### src/rtl/mem_ctrl_if.sv
// Core-side request/response and RAM/IO bus signals of the memory controller.
// The controller is the bus master toward RAM/IO and takes the master modport;
// the surrounding core/RAM environment takes the slave modport.
interface mem_ctrl_if #(
  parameter int ADDR_W = 32,
  parameter int DATA_W = 32
);
  logic              rdy_in;
  // fetch port
  logic              if_req;
  logic [ADDR_W-1:0] if_addr;
  logic [DATA_W-1:0] if_data;
  logic              if_done;
  // load/store port
  logic              ls_req;
  logic              ls_we;
  logic [1:0]        ls_len;
  logic [ADDR_W-1:0] ls_addr;
  logic [DATA_W-1:0] ls_wdata;
  logic [DATA_W-1:0] ls_rdata;
  logic              ls_done;
  // RAM/IO byte bus
  logic [7:0]        mem_din;
  logic [7:0]        mem_dout;
  logic [ADDR_W-1:0] mem_a;
  logic              mem_wr;
  logic              busy;

  modport master (
    input  rdy_in, if_req, if_addr, ls_req, ls_we, ls_len, ls_addr, ls_wdata, mem_din,
    output if_data, if_done, ls_rdata, ls_done, mem_dout, mem_a, mem_wr, busy
  );

  modport slave (
    output rdy_in, if_req, if_addr, ls_req, ls_we, ls_len, ls_addr, ls_wdata, mem_din,
    input  if_data, if_done, ls_rdata, ls_done, mem_dout, mem_a, mem_wr, busy
  );
endinterface

### src/rtl/mem_ctrl.sv
// Memory controller: serialises instruction fetches and loads/stores onto an
// 8-bit RAM/IO bus and assembles little-endian bytes into 32-bit words.
// Reads: address byte k in cycle k+1, capture it one cycle later.
// Writes: one byte per cycle. rdy_in=0 freezes every register.
module mem_ctrl #(
  parameter int ADDR_W = 32,
  parameter int DATA_W = 32
) (
  input  logic       clk,
  input  logic       rst,
  mem_ctrl_if.master bus
);

  typedef enum logic [1:0] {
    IDLE = 2'd0,
    RD   = 2'd1,
    WR   = 2'd2,
    DONE = 2'd3
  } state_t;

  state_t            state;
  logic [2:0]        cnt;        // cycles spent in RD, or byte index in WR
  logic [2:0]        nbytes;     // 1, 2 or 4
  logic [ADDR_W-1:0] addr;       // latched base address
  logic [DATA_W-1:0] wdata;      // latched store data
  logic [DATA_W-1:0] cap;        // read bytes captured so far
  logic              is_fetch;   // current access belongs to the fetch port

  logic [2:0]        next_off;
  logic [ADDR_W-1:0] next_addr;
  logic [1:0]        cap_idx;
  logic [DATA_W-1:0] rd_word;

  // Access size in bytes; the reserved length code behaves as a word.
  function automatic logic [2:0] len_bytes(input logic [1:0] len);
    case (len)
      2'b00:   len_bytes = 3'd1;
      2'b01:   len_bytes = 3'd2;
      default: len_bytes = 3'd4;
    endcase
  endfunction

  // Little-endian byte k of a data word.
  function automatic logic [7:0] byte_sel(input logic [DATA_W-1:0] w, input logic [1:0] k);
    byte_sel = w[{k, 3'b000} +: 8];
  endfunction

  // Next byte address, and the capture word with the byte arriving on mem_din merged in.
  always_comb begin
    next_off  = cnt + 3'd1;
    next_addr = addr + {{(ADDR_W-3){1'b0}}, next_off};
    cap_idx   = cnt[1:0] - 2'd1;
    rd_word   = cap;
    rd_word[{cap_idx, 3'b000} +: 8] = bus.mem_din;
  end

  // Access FSM with registered bus and response outputs; rdy_in low holds everything.
  always_ff @(posedge clk or negedge rst) begin
    if (!rst) begin
      state        <= IDLE;
      cnt          <= 3'd0;
      nbytes       <= 3'd0;
      addr         <= {ADDR_W{1'b0}};
      wdata        <= {DATA_W{1'b0}};
      cap          <= {DATA_W{1'b0}};
      is_fetch     <= 1'b0;
      bus.if_data  <= {DATA_W{1'b0}};
      bus.if_done  <= 1'b0;
      bus.ls_rdata <= {DATA_W{1'b0}};
      bus.ls_done  <= 1'b0;
      bus.mem_dout <= 8'h00;
      bus.mem_a    <= {ADDR_W{1'b0}};
      bus.mem_wr   <= 1'b0;
      bus.busy     <= 1'b0;
    end else if (bus.rdy_in) begin
      case (state)
        IDLE: begin
          cnt <= 3'd0;
          cap <= {DATA_W{1'b0}};
          if (bus.ls_req) begin
            // data side wins arbitration; a waiting fetch is taken next IDLE
            addr      <= bus.ls_addr;
            bus.mem_a <= bus.ls_addr;
            nbytes    <= len_bytes(bus.ls_len);
            is_fetch  <= 1'b0;
            bus.busy  <= 1'b1;
            if (bus.ls_we) begin
              wdata        <= bus.ls_wdata;
              bus.mem_dout <= byte_sel(bus.ls_wdata, 2'd0);
              bus.mem_wr   <= 1'b1;
              state        <= WR;
            end else begin
              bus.mem_wr <= 1'b0;
              state      <= RD;
            end
          end else if (bus.if_req) begin
            addr       <= bus.if_addr;
            bus.mem_a  <= bus.if_addr;
            nbytes     <= 3'd4;
            is_fetch   <= 1'b1;
            bus.busy   <= 1'b1;
            bus.mem_wr <= 1'b0;
            state      <= RD;
          end else begin
            bus.mem_wr <= 1'b0;
            state      <= IDLE;
          end
        end

        RD: begin
          // capture lags addressing by one cycle, so the first RD cycle has nothing to take
          cnt <= next_off;
          if (cnt != 3'd0) begin
            cap <= rd_word;
          end
          // only requested bytes are addressed; mem_a holds on the last one
          if (next_off < nbytes) begin
            bus.mem_a <= next_addr;
          end
          if (cnt == nbytes) begin
            state <= DONE;
            if (is_fetch) begin
              bus.if_data <= rd_word;
              bus.if_done <= 1'b1;
            end else begin
              bus.ls_rdata <= rd_word;
              bus.ls_done  <= 1'b1;
            end
          end
        end

        WR: begin
          if (next_off == nbytes) begin
            bus.mem_wr  <= 1'b0;
            bus.ls_done <= 1'b1;
            state       <= DONE;
          end else begin
            cnt          <= next_off;
            bus.mem_a    <= next_addr;
            bus.mem_dout <= byte_sel(wdata, next_off[1:0]);
          end
        end

        DONE: begin
          bus.if_done <= 1'b0;
          bus.ls_done <= 1'b0;
          bus.busy    <= 1'b0;
          cnt         <= 3'd0;
          state       <= IDLE;
        end

        default: begin
          state <= IDLE;
        end
      endcase
    end
  end

endmodule

### src/flat_wrapper.sv
// flat-port wrapper written by rule: the top's interface ports become plain ports
module mem_ctrl_flat 
#(
  parameter int ADDR_W = 32,
  parameter int DATA_W = 32
)
  (clk, rst, bus_rdy_in, bus_if_req, bus_if_addr, bus_ls_req, bus_ls_we, bus_ls_len, bus_ls_addr, bus_ls_wdata, bus_mem_din, bus_if_data, bus_if_done, bus_ls_rdata, bus_ls_done, bus_mem_dout, bus_mem_a, bus_mem_wr, bus_busy);
  mem_ctrl_if #(.ADDR_W(ADDR_W), .DATA_W(DATA_W)) bus_i ();
  input  logic clk;
  input  logic rst;
  input wire logic [$bits(bus_i.rdy_in)-1:0] bus_rdy_in;
  input wire logic [$bits(bus_i.if_req)-1:0] bus_if_req;
  input wire logic [$bits(bus_i.if_addr)-1:0] bus_if_addr;
  input wire logic [$bits(bus_i.ls_req)-1:0] bus_ls_req;
  input wire logic [$bits(bus_i.ls_we)-1:0] bus_ls_we;
  input wire logic [$bits(bus_i.ls_len)-1:0] bus_ls_len;
  input wire logic [$bits(bus_i.ls_addr)-1:0] bus_ls_addr;
  input wire logic [$bits(bus_i.ls_wdata)-1:0] bus_ls_wdata;
  input wire logic [$bits(bus_i.mem_din)-1:0] bus_mem_din;
  output wire logic [$bits(bus_i.if_data)-1:0] bus_if_data;
  output wire logic [$bits(bus_i.if_done)-1:0] bus_if_done;
  output wire logic [$bits(bus_i.ls_rdata)-1:0] bus_ls_rdata;
  output wire logic [$bits(bus_i.ls_done)-1:0] bus_ls_done;
  output wire logic [$bits(bus_i.mem_dout)-1:0] bus_mem_dout;
  output wire logic [$bits(bus_i.mem_a)-1:0] bus_mem_a;
  output wire logic [$bits(bus_i.mem_wr)-1:0] bus_mem_wr;
  output wire logic [$bits(bus_i.busy)-1:0] bus_busy;
  assign bus_i.rdy_in = bus_rdy_in;
  assign bus_i.if_req = bus_if_req;
  assign bus_i.if_addr = bus_if_addr;
  assign bus_i.ls_req = bus_ls_req;
  assign bus_i.ls_we = bus_ls_we;
  assign bus_i.ls_len = bus_ls_len;
  assign bus_i.ls_addr = bus_ls_addr;
  assign bus_i.ls_wdata = bus_ls_wdata;
  assign bus_i.mem_din = bus_mem_din;
  assign bus_if_data = bus_i.if_data;
  assign bus_if_done = bus_i.if_done;
  assign bus_ls_rdata = bus_i.ls_rdata;
  assign bus_ls_done = bus_i.ls_done;
  assign bus_mem_dout = bus_i.mem_dout;
  assign bus_mem_a = bus_i.mem_a;
  assign bus_mem_wr = bus_i.mem_wr;
  assign bus_busy = bus_i.busy;
  mem_ctrl #(.ADDR_W(ADDR_W), .DATA_W(DATA_W)) u_core (.clk(clk), .rst(rst), .bus(bus_i));
endmodule
### config.mk
export PLATFORM = sky130hd
export DESIGN_NAME = mem_ctrl_flat
export DESIGN_NICKNAME = d
export VERILOG_FILES = /design/src/rtl/mem_ctrl_if.sv /design/src/rtl/mem_ctrl.sv /design/src/flat_wrapper.sv
export SDC_FILE = /design/constraint.sdc
export NUM_CORES = 1
export LEC_CHECK = 0
export BUFFER_PORTS_ARGS = -buffer_cell sky130_fd_sc_hd__buf_2
export CAP_MARGIN = 20
export CORE_ASPECT_RATIO = 0.7
export CORE_MARGIN = 1.5
export CORE_UTILIZATION = 34
export CTS_CLUSTER_SIZE = 30
export DETAILED_ROUTE_END_ITERATION = 7
export PLACE_DENSITY = 0.55
export SYNTH_ARGS = -nofsm -noshare
export SYNTH_HDL_FRONTEND = slang
export SYNTH_SLANG_ARGS = --single-unit
### constraint.sdc
create_clock -name clk -period 3.3 [get_ports clk]
set_clock_uncertainty 0.1 [all_clocks]
set_input_delay 0.33 -clock clk [delete_from_list [all_inputs] [get_ports clk]]
set_output_delay 0.33 -clock clk [all_outputs]
set_load 0.05 [all_outputs]
# Word-level counts from Yosys, hierarchy flattened

Cells that the tools add are included.

Register bits after elaboration: 213
Output and inout bits: 108
Word-level logic and storage cells: 102

Add/sub/neg operators: 4
$lt $le $gt $ge: 1
Equal/unequal tests: 16
Shifts and indexed selects: 3
Muxes and demuxes: 38
Bitwise gates (word level): 1
Reduce and logical (&&, ||, !) cells: 24

Operators by type and width:

| cell                                                                   | number |
|---|---|
| 32-bit 2-to-1 mux                                                      | 5 |
| 32-bit case mux with 3 select lines                                    | 1 |
| 32-bit case mux with 2 select lines                                    | 1 |
| 32-bit by 3-bit adder with 32-bit output                               | 1 |
| 32-bit bitwise mux                                                     | 1 |
| 8-bit by 7-bit variable shift with 32-bit output, first input constant | 1 |
| 32-bit by 6-bit indexed part select with 8-bit output                  | 1 |
| 8-bit by 7-bit indexed part select with 32-bit output                  | 1 |
| 8-bit 2-to-1 mux                                                       | 3 |
| 8-bit case mux with 2 select lines                                     | 1 |
| 4-bit AND reduction                                                    | 4 |
| 3-bit AND reduction                                                    | 5 |
| 5-bit AND reduction                                                    | 3 |
| 1-bit 2-to-1 mux                                                       | 12 |
| 2-bit by 1-bit != test with 1-bit output, second input constant        | 5 |
| 2-bit nonzero test                                                     | 5 |
| 3-bit 2-to-1 mux                                                       | 3 |
| 3-bit case mux with 3 select lines                                     | 1 |
| 3-bit nonzero test                                                     | 3 |
| 2-bit 2-to-1 mux                                                       | 4 |
| 2-bit != test, second input constant                                   | 4 |
| 2-bit case mux with 4 select lines                                     | 1 |
| 5-bit negation with 7-bit output                                       | 1 |
| 3-bit == test                                                          | 2 |
| 13 further kinds                                                       | 18 |

# Logic depth before layout (Yosys ltp)

Gate-level depths: netlist of the first run.

Depth after elaboration: 6
Gate-level depth with buffers: 11
Depth with buffers taken out: 9

# Worst setup path before layout of the first run

Ideal clock, no wire load.

Path kind: register to register
Start point: register u_core.cnt[0]
End point: register u_core.bus.mem_a[28]
Setup time: 0.070 ns
Arrival: 2.611 ns
Required time: 3.130 ns
Slack: 0.518 ns
Cell stages (with the launch flop): 10
Period minus slack after synthesis: 2.782 ns
Path through: dfrtp_1 inv_1 ha_1 inv_1 fa_1 nor2b_1 o21ai_1 or4_4 nor4_2 nand3b_1

Longest elaborated chain between the ends: 4

RTL lines:

| what                                                                              | line              | source |
|---|---|---|
| from (decl)                                                                       | mem_ctrl.sv:22    | `logic [2:0] cnt;` |
| from (signal assigned)                                                            | mem_ctrl.sv:112   | `cnt <= next_off;` |
| from (signal assigned)                                                            | mem_ctrl.sv:138   | `cnt <= next_off;` |
| 3-bit by 1-bit adder with 3-bit output (*)                                        | mem_ctrl.sv:50    | `next_off = cnt + 3'd1;` |
| 32-bit by 3-bit adder with 32-bit output, or another cell as far along            | mem_ctrl.sv:51    | `next_addr = addr + {{(ADDR_W-3){1'b0}}, next_off};` |
| 32-bit 2-to-1 mux, or another cell as far along                                   | mem_ctrl.sv:133   | `if (next_off == nbytes) begin` |
| 32-bit case mux with 3 select lines / 5-bit AND reduction (equally long branches) | n/a               |  |
| to (signal assigned)                                                              | mem_ctrl.sv:72    | `bus.mem_a <= {ADDR_W{1'b0}};` |
| to (signal assigned)                                                              | mem_ctrl.sv:83    | `bus.mem_a <= bus.ls_addr;` |
| to (signal assigned)                                                              | mem_ctrl.sv:139   | `bus.mem_a <= next_addr;` |
| to (decl)                                                                         | mem_ctrl_if.sv:31 | `output if_data, if_done, ls_rdata, ls_done, mem_dout, mem_a, mem_wr, busy` |

Mark *: on every way between the ends. The rest lies on a longest branch, timed or not. The select of a mux whose other input is x is not followed.
A chain may end at the register's enable or synchronous reset.

# Worst setup path after layout of the first run

Start point: register u_core.cnt[1]
End point: register u_core.bus.mem_a[28]

Same word-level chain as after synthesis.

==> run summary, run 1 <==
Setup violations, final = 0
CTS max path bufs = 3
Gr usage total = 0.1949
H-tree depth = 1
Syn. warnings = 0
Number of synthesized flops with an enable pin = 0
DRC = 0
Synth area leader = dfrtp_1
Netlist cell types = 56
Post-Synthesis Cells = 993
Vias in the first global route = 8032
Hold violation count in the final report = 0
Unrepaired setup endpoints after global routing = false
Post-Layout Cell Count = 1639
IO Count = 220
Via count = 8273
Largest family of logic cells by synthesized area = simple AND/OR/NAND/NOR gates
HP Class = primary input to flop
Max Fclk = 328.2 MHz
Slew Viols, Final = 0
Clk slew on worst S/H paths = 0.06 ns
Commonest non-fill, non-tap cell in the layout = buf_2
Asr flop ratio synth = 1.000
Startpoint class of the critical path = flop
Metal-1 WL = 15840 microns
DR iter-0 viols = 626
Final min period = 3.047 ns
R2R Setup Slk = 0.25 ns
Hold Path Stages = 2
Clock root cell = clkbuf_16
Synth area leaders = dfrtp_1 (53%), nand2_1 (5.4%), o21ai_0 (5.4%)
Die ar. = 0.03088 sq mm
Crit Reg-Reg Startpoint = u_core.cnt[1]$_DFFE_PN0P_
Most used DFF post-synth = dfrtp_1
DR vias/cell = 5.048
CP endpoint kind = flop
Cell Area, Synth = 0.01014 sq mm
# Post-CTS Setup Buffers = 0
CTS tree = yes
Core Area = 0.02908 sq mm
Compound-Gate Fraction of Synth Area = 0.1402
Yosys reg bits = 213
Mapped Nets = 1122
Leak = 6.023 nW
Worst setup path class = flop to flop
Mux contribution to synthesized area = 0.1061
Area grow syn2layout = 26.46%
Crit share post-route = 0.9233
Top-area cell type share of the netlist area = 0.5258
Hold_ws = 0.03959 ns
Power Density = 1012 mW/mm^2
Initial antenna violation count = 3
ANT nets after route = 0
Congestion Overflow GR = 0
Detailed Routing Iterations Pass 1 = 5
Share of cells above drive strength 1 = 0.2663
Post-Synth Simple-Gate Area = 0.1535
Dpl cells = 1559
Rows = 52
Max IR drop VDD = 0.0004245 V
Most frequent cells in the layout = buf_2 (218), dfrtp_1 (213), nand2_1 (147), o21ai_0 (110), a21oi_1 (52)
Worst R2R End = u_core.bus.mem_a[28]$_DFFE_PN0P_
WP data arrival = 3.39 ns
Die width = 209.4 microns
Slew @ Worst Pin = 0.9449 ns
Worst path required time = 3.64 ns
Met2 wire len = 11740 microns
Synth Area in Adders = 0.02172
First-pass GRT wire length = 47230 microns
Seq/Total Area, Yosys = 0.5258
Total Wirelength = 29920 microns
Hold worst-path end = u_core.cap[4]$_DFFE_PN0P_
DP Worst Slack = 0.1589 ns
Worst slew margin = 0.3648
RD Place Congestion = 0.8077
Hold Startpoint = bus_mem_din[4]
Max_cap viols = 0
Mean Syn Cell Area = 10.21 sq um
Starting Density = 0.3486
Final WS setup = 0.2530 ns
Outcome = finished, final reports clean
Clk sinks = 213
Met3 wire len = 2060 microns
Largest net degree at the start of global routing = 87
Die Y = 147.5 microns
Worst Reg-to-Reg Cells = 9
DR WL/cell = 18.25 microns
Clock Latency Late Sink = 0.51 ns
Port Buffers = 219
Fin Setup TNS = 0 ns
Xor/xnor cell area share of the yosys netlist = 0.02160
Post-DP Area = 0.01170 sq mm
Top sig layer = met4
Net count, final = 1374
CTS buffer count = 23
Post-DP HPWL = 21370 microns
Worst-path fanout max = 6
Design area = 0.01282 sq mm
critical path, stage by stage (launching register included):
cell      delay [ns]
dfrtp_1         0.45
inv_1           0.12
ha_1            0.37
inv_1           0.14
fa_1            0.45
nor2b_1         0.36
o21ai_1         0.26
or4_4           0.48
nor4_2          0.13
nand3b_1        0.14
state kept, by name, summed over array words and instances (netlist names):
signal	cells
u_core.bus.mem_dout	8
u_core.nbytes	3
u_core.state	2
u_core.bus.mem_a	32
u_core.bus.mem_wr	1
u_core.bus.ls_done	1
u_core.bus.if_data	32
u_core.bus.ls_rdata	32
u_core.cap	32
u_core.cnt	3
u_core.is_fetch	1
u_core.addr	32
u_core.bus.if_done	1
u_core.wdata	32
u_core.bus.busy	1
repair_timing:
item                       4_1_cts  5_1_grt
gates resized for setup          0        1
hold buffers                    39        0
hold endpoints to repair       122        0
setup endpoints to repair        0       10
per-stage QoR:
step                      utilization  total power [mW]
after floorplan                     -             8.636
after global placement         0.4024             10.40
after detailed placement       0.4024             10.49
after CTS                      0.4404             13.06
after global routing           0.4408             13.81
final                          0.4408             12.98
cell usage after synthesis (all sizes together) (11+ instances only):
cell,count
dfrtp,213
nand2,147
o21ai,116
a21oi,52
mux2i,49
nor2,46
nor2b,41
mux2,36
clkbuf,35
a31oi,26
buf,23
nor3,20
inv,19
ha,16
nand3,15
xnor2,14
nor4,13
a22o,11
nand4,11
o211ai,11
xor2,11
layout make-up:
| cell class | count | area [sq um] |
|---|---|---|
| sequential | 213 | 5330 |
| clock inverter | 2 | 10.01 |
| timing repair buffer | 285 | 1724 |
| multi-input combinational | 703 | 4499 |
| clock buffer | 36 | 704.4 |
| inverter | 19 | 71.32 |
| tap | 378 | 473.0 |
| antenna | 3 | 7.507 |
| fill | 2849 | 16260 |
worst max-delay path by stage:
stage | start | end | slack, ns | cells after the start
final | u_core.cnt[1]$_DFFE_PN0P_ | u_core.bus.mem_a[28]$_DFFE_PN0P_ | 0.25 | 9
after CTS | u_core.cnt[1]$_DFFE_PN0P_ | u_core.bus.mem_a[15]$_DFFE_PN0P_ | 0.14 | 9
after global placement | u_core.cnt[1]$_DFFE_PN0P_ | u_core.bus.mem_a[15]$_DFFE_PN0P_ | 0.29 | 9
after detailed placement | u_core.cnt[1]$_DFFE_PN0P_ | u_core.bus.mem_a[15]$_DFFE_PN0P_ | 0.16 | 9
after floorplan | u_core.cnt[0]$_DFFE_PN0P_ | u_core.bus.mem_a[28]$_DFFE_PN0P_ | 0.52 | 9
after global routing | u_core.cnt[1]$_DFFE_PN0P_ | u_core.bus.mem_a[28]$_DFFE_PN0P_ | 0.06 | 9
layer usage:
| layer | up-vias | global-route usage |
|---|---|---|
| met1 | 4014 | 0.3120 |
| met3 | 19 | 0.04844 |
| met2 | 215 | 0.2655 |
| met4 | 0 | 0.02681 |
| met5 | - | 0 |
| li1 | 4025 | - |
where the power goes:
group | total (mW) | switching [mW] | internal [mW]
registers | 4.35 | 0.756 | 3.59
clock network | 2.48 | 1.03 | 1.45
logic | 6.15 | 4.25 | 1.90
total | 13.0 | 6.03 | 6.94
kinds of logic (layout without fill, tap and decap cells):
family                   Yosys count  in the layout
XOR/XNOR                          25             25
AND/OR/NAND/NOR                  325            325
adder cells (fa/ha/maj)           17             17
other                              0              3
AO/OA/AOI/OAI                    243            243
flip-flops                       213            213
multiplexers                      93             93
buffers and inverters             77            342
No activity file was read; power rests on OpenSTA's default activity.
==> inputs of run 2 (changes only) <==
--- a/config.mk
+++ b/config.mk
@@ -12,7 +12,7 @@
 export CORE_UTILIZATION = 34
 export CTS_CLUSTER_SIZE = 30
 export DETAILED_ROUTE_END_ITERATION = 7
-export PLACE_DENSITY = 0.55
+export PLACE_DENSITY = 0.54
 export SYNTH_ARGS = -nofsm -noshare
 export SYNTH_HDL_FRONTEND = slang
 export SYNTH_SLANG_ARGS = --single-unit
==> run 2 against run 1 <==
  * Via count decreased by 0.45%
  * Routed wire length decreased by 0.12%
  * Core utilization is 0.077 points higher
  * Register-to-register slack got worse by 0.04 ns
  * Highest routed layer unchanged
  * Sequential power barely moved
==> run summary, run 2 (synthesis gave the netlist of run 1 again) <==
Hold Startpoint = bus_mem_din[2]
Final WS setup = 0.2123 ns
Commonest non-fill, non-tap cell in the layout = buf_2
Net count, final = 1374
Design area = 0.01284 sq mm
Dpl cells = 1561
Detailed Routing Iterations Pass 1 = 8
HP Class = primary input to flop
CP peak stage delay = 0.46 ns
Outcome = finished, final reports clean
Crit path cell chain = inv_1, ha_1, inv_1, fa_1, nor2b_1, o211ai_1, nor2_1, xor2_1, a221o_1
Clk slew on worst S/H paths = 0.06 ns
DR iter-0 viols = 522
Post-DP HPWL = 21410 microns
Power Density = 1013 mW/mm^2
Worst slew margin = 0.4014
Met2 wire len = 11910 microns
ANT nets after route = 0
DR WL/cell = 18.23 microns
Initial antenna violation count = 3
Die Y = 147.5 microns
WP data arrival = 3.38 ns
Clock Latency Late Sink = 0.51 ns
IO Count = 220
Max IR drop VDD = 0.0003459 V
Slew Viols, Final = 0
Power Total = 13.01 mW
Via count = 8236
RD Place Congestion = 0.8551
Metal-1 WL = 15500 microns
Met3 wire len = 2052 microns
Worst setup path class = flop to flop
Final core occ = 0.4416
CTS tree = yes
Port Buffers = 219
Setup violations, final = 0
Starting Density = 0.3486
# Post-CTS Setup Buffers = 0
Total Wirelength = 29880 microns
Largest net degree at the start of global routing = 72
CP endpoint kind = flop
Area grow syn2layout = 26.68%
Share of cells above drive strength 1 = 0.2671
Vias in the first global route = 8080
Crit. Startpoint = u_core.cnt[1]$_DFFE_PN0P_
Die width = 209.4 microns
Leak = 6.034 nW
Max Fclk = 323.9 MHz
Worst-path fanout max = 6
CTS max path bufs = 3
Hold violation count in the final report = 0
CP dominant cell by count = inv_1
Fin Setup TNS = 0 ns
Startpoint class of the critical path = flop
Most frequent cells in the layout = buf_2 (218), dfrtp_1 (213), nand2_1 (147), o21ai_0 (110), a21oi_1 (52)
Crit share post-route = 0.9357
Worst path bufs/invs = 2
Critical Path Slowest Stage Cell = dfrtp_1
Hold_ws = 0.03612 ns
Unrepaired setup endpoints after global routing = false
Slew @ Worst Pin = 0.8904 ns
Post-Layout Cell Count = 1639
First-pass GRT wire length = 46920 microns
DR vias/cell = 5.025
DP Worst Slack = 0.2169 ns
Gr usage total = 0.1939
Clock root cell = clkbuf_16
Top sig layer = met4
Rows = 52
CTS buffer count = 23
DRC = 0
Congestion Overflow GR = 0
Clk sinks = 213
Crit Reg-Reg Startpoint = u_core.cnt[1]$_DFFE_PN0P_
H-tree depth = 1
Die ar. = 0.03088 sq mm
Core Area = 0.02908 sq mm
Top delay family on crit path = adder cells
Post-DP Area = 0.01173 sq mm
Max_cap viols = 0
Worst path required time = 3.59 ns
Final min period = 3.088 ns
## run 2: cell types whose count changed in the layout (fill, tap and decap cells not counted)
cell           change
clkinv_2           -1
clkbuf_8           -1
clkbuf_1           +1
bufinv_16          +1
dlygate4sd3_1      -2
buf_12             +1
buf_4              +1
## run 2: final cells by class
cell class | count | area [sq um]
tap | 378 | 473.0
clock buffer | 36 | 694.4
fill | 2850 | 16240
multi-input combinational | 703 | 4499
timing repair buffer | 285 | 1732
inverter | 19 | 71.32
antenna | 3 | 7.507
sequential | 213 | 5330
clock inverter | 2 | 35.03
## run 2: power by group
| group | leakage, nW | switching, mW | total (mW) | internal [mW] |
|---|---|---|---|---|
| logic | 2.94 | 4.24 | 6.13 | 1.90 |
| clock network | 0.359 | 1.04 | 2.55 | 1.51 |
| registers | 2.73 | 0.736 | 4.33 | 3.59 |
## run 2: path summary, 6_finish.rpt
check | slack, ns | end | depth (start not counted)
min reg2reg | 0.37 | u_core.bus.if_data[22]$_DFFE_PN0P_ | 2
min | 0.04 | u_core.cap[2]$_DFFE_PN0P_ | 2
max | 0.21 | u_core.bus.mem_a[12]$_DFFE_PN0P_ | 9
min in group asynchronous | 0.29 | u_core.wdata[20]$_DFFE_PN0P_ | 2
max reg2reg | 0.21 | u_core.bus.mem_a[12]$_DFFE_PN0P_ | 9
max in group asynchronous | 2.05 | u_core.bus.mem_a[9]$_DFFE_PN0P_ | 3
## run 2: repair_timing
item / 4_1_cts / 5_1_grt
hold buffers: 37 / 0
gates resized for setup: 0 / 1
endpoints found under the hold margin: 104 / 0
endpoints found under the setup margin: 0 / 1
## run 2: per-layer routing
layer  vias up  track usage
met4         0      0.04167
met5         -            0
li1       4023            -
met2       213       0.2607
met1      3969       0.3054
met3        31      0.05184
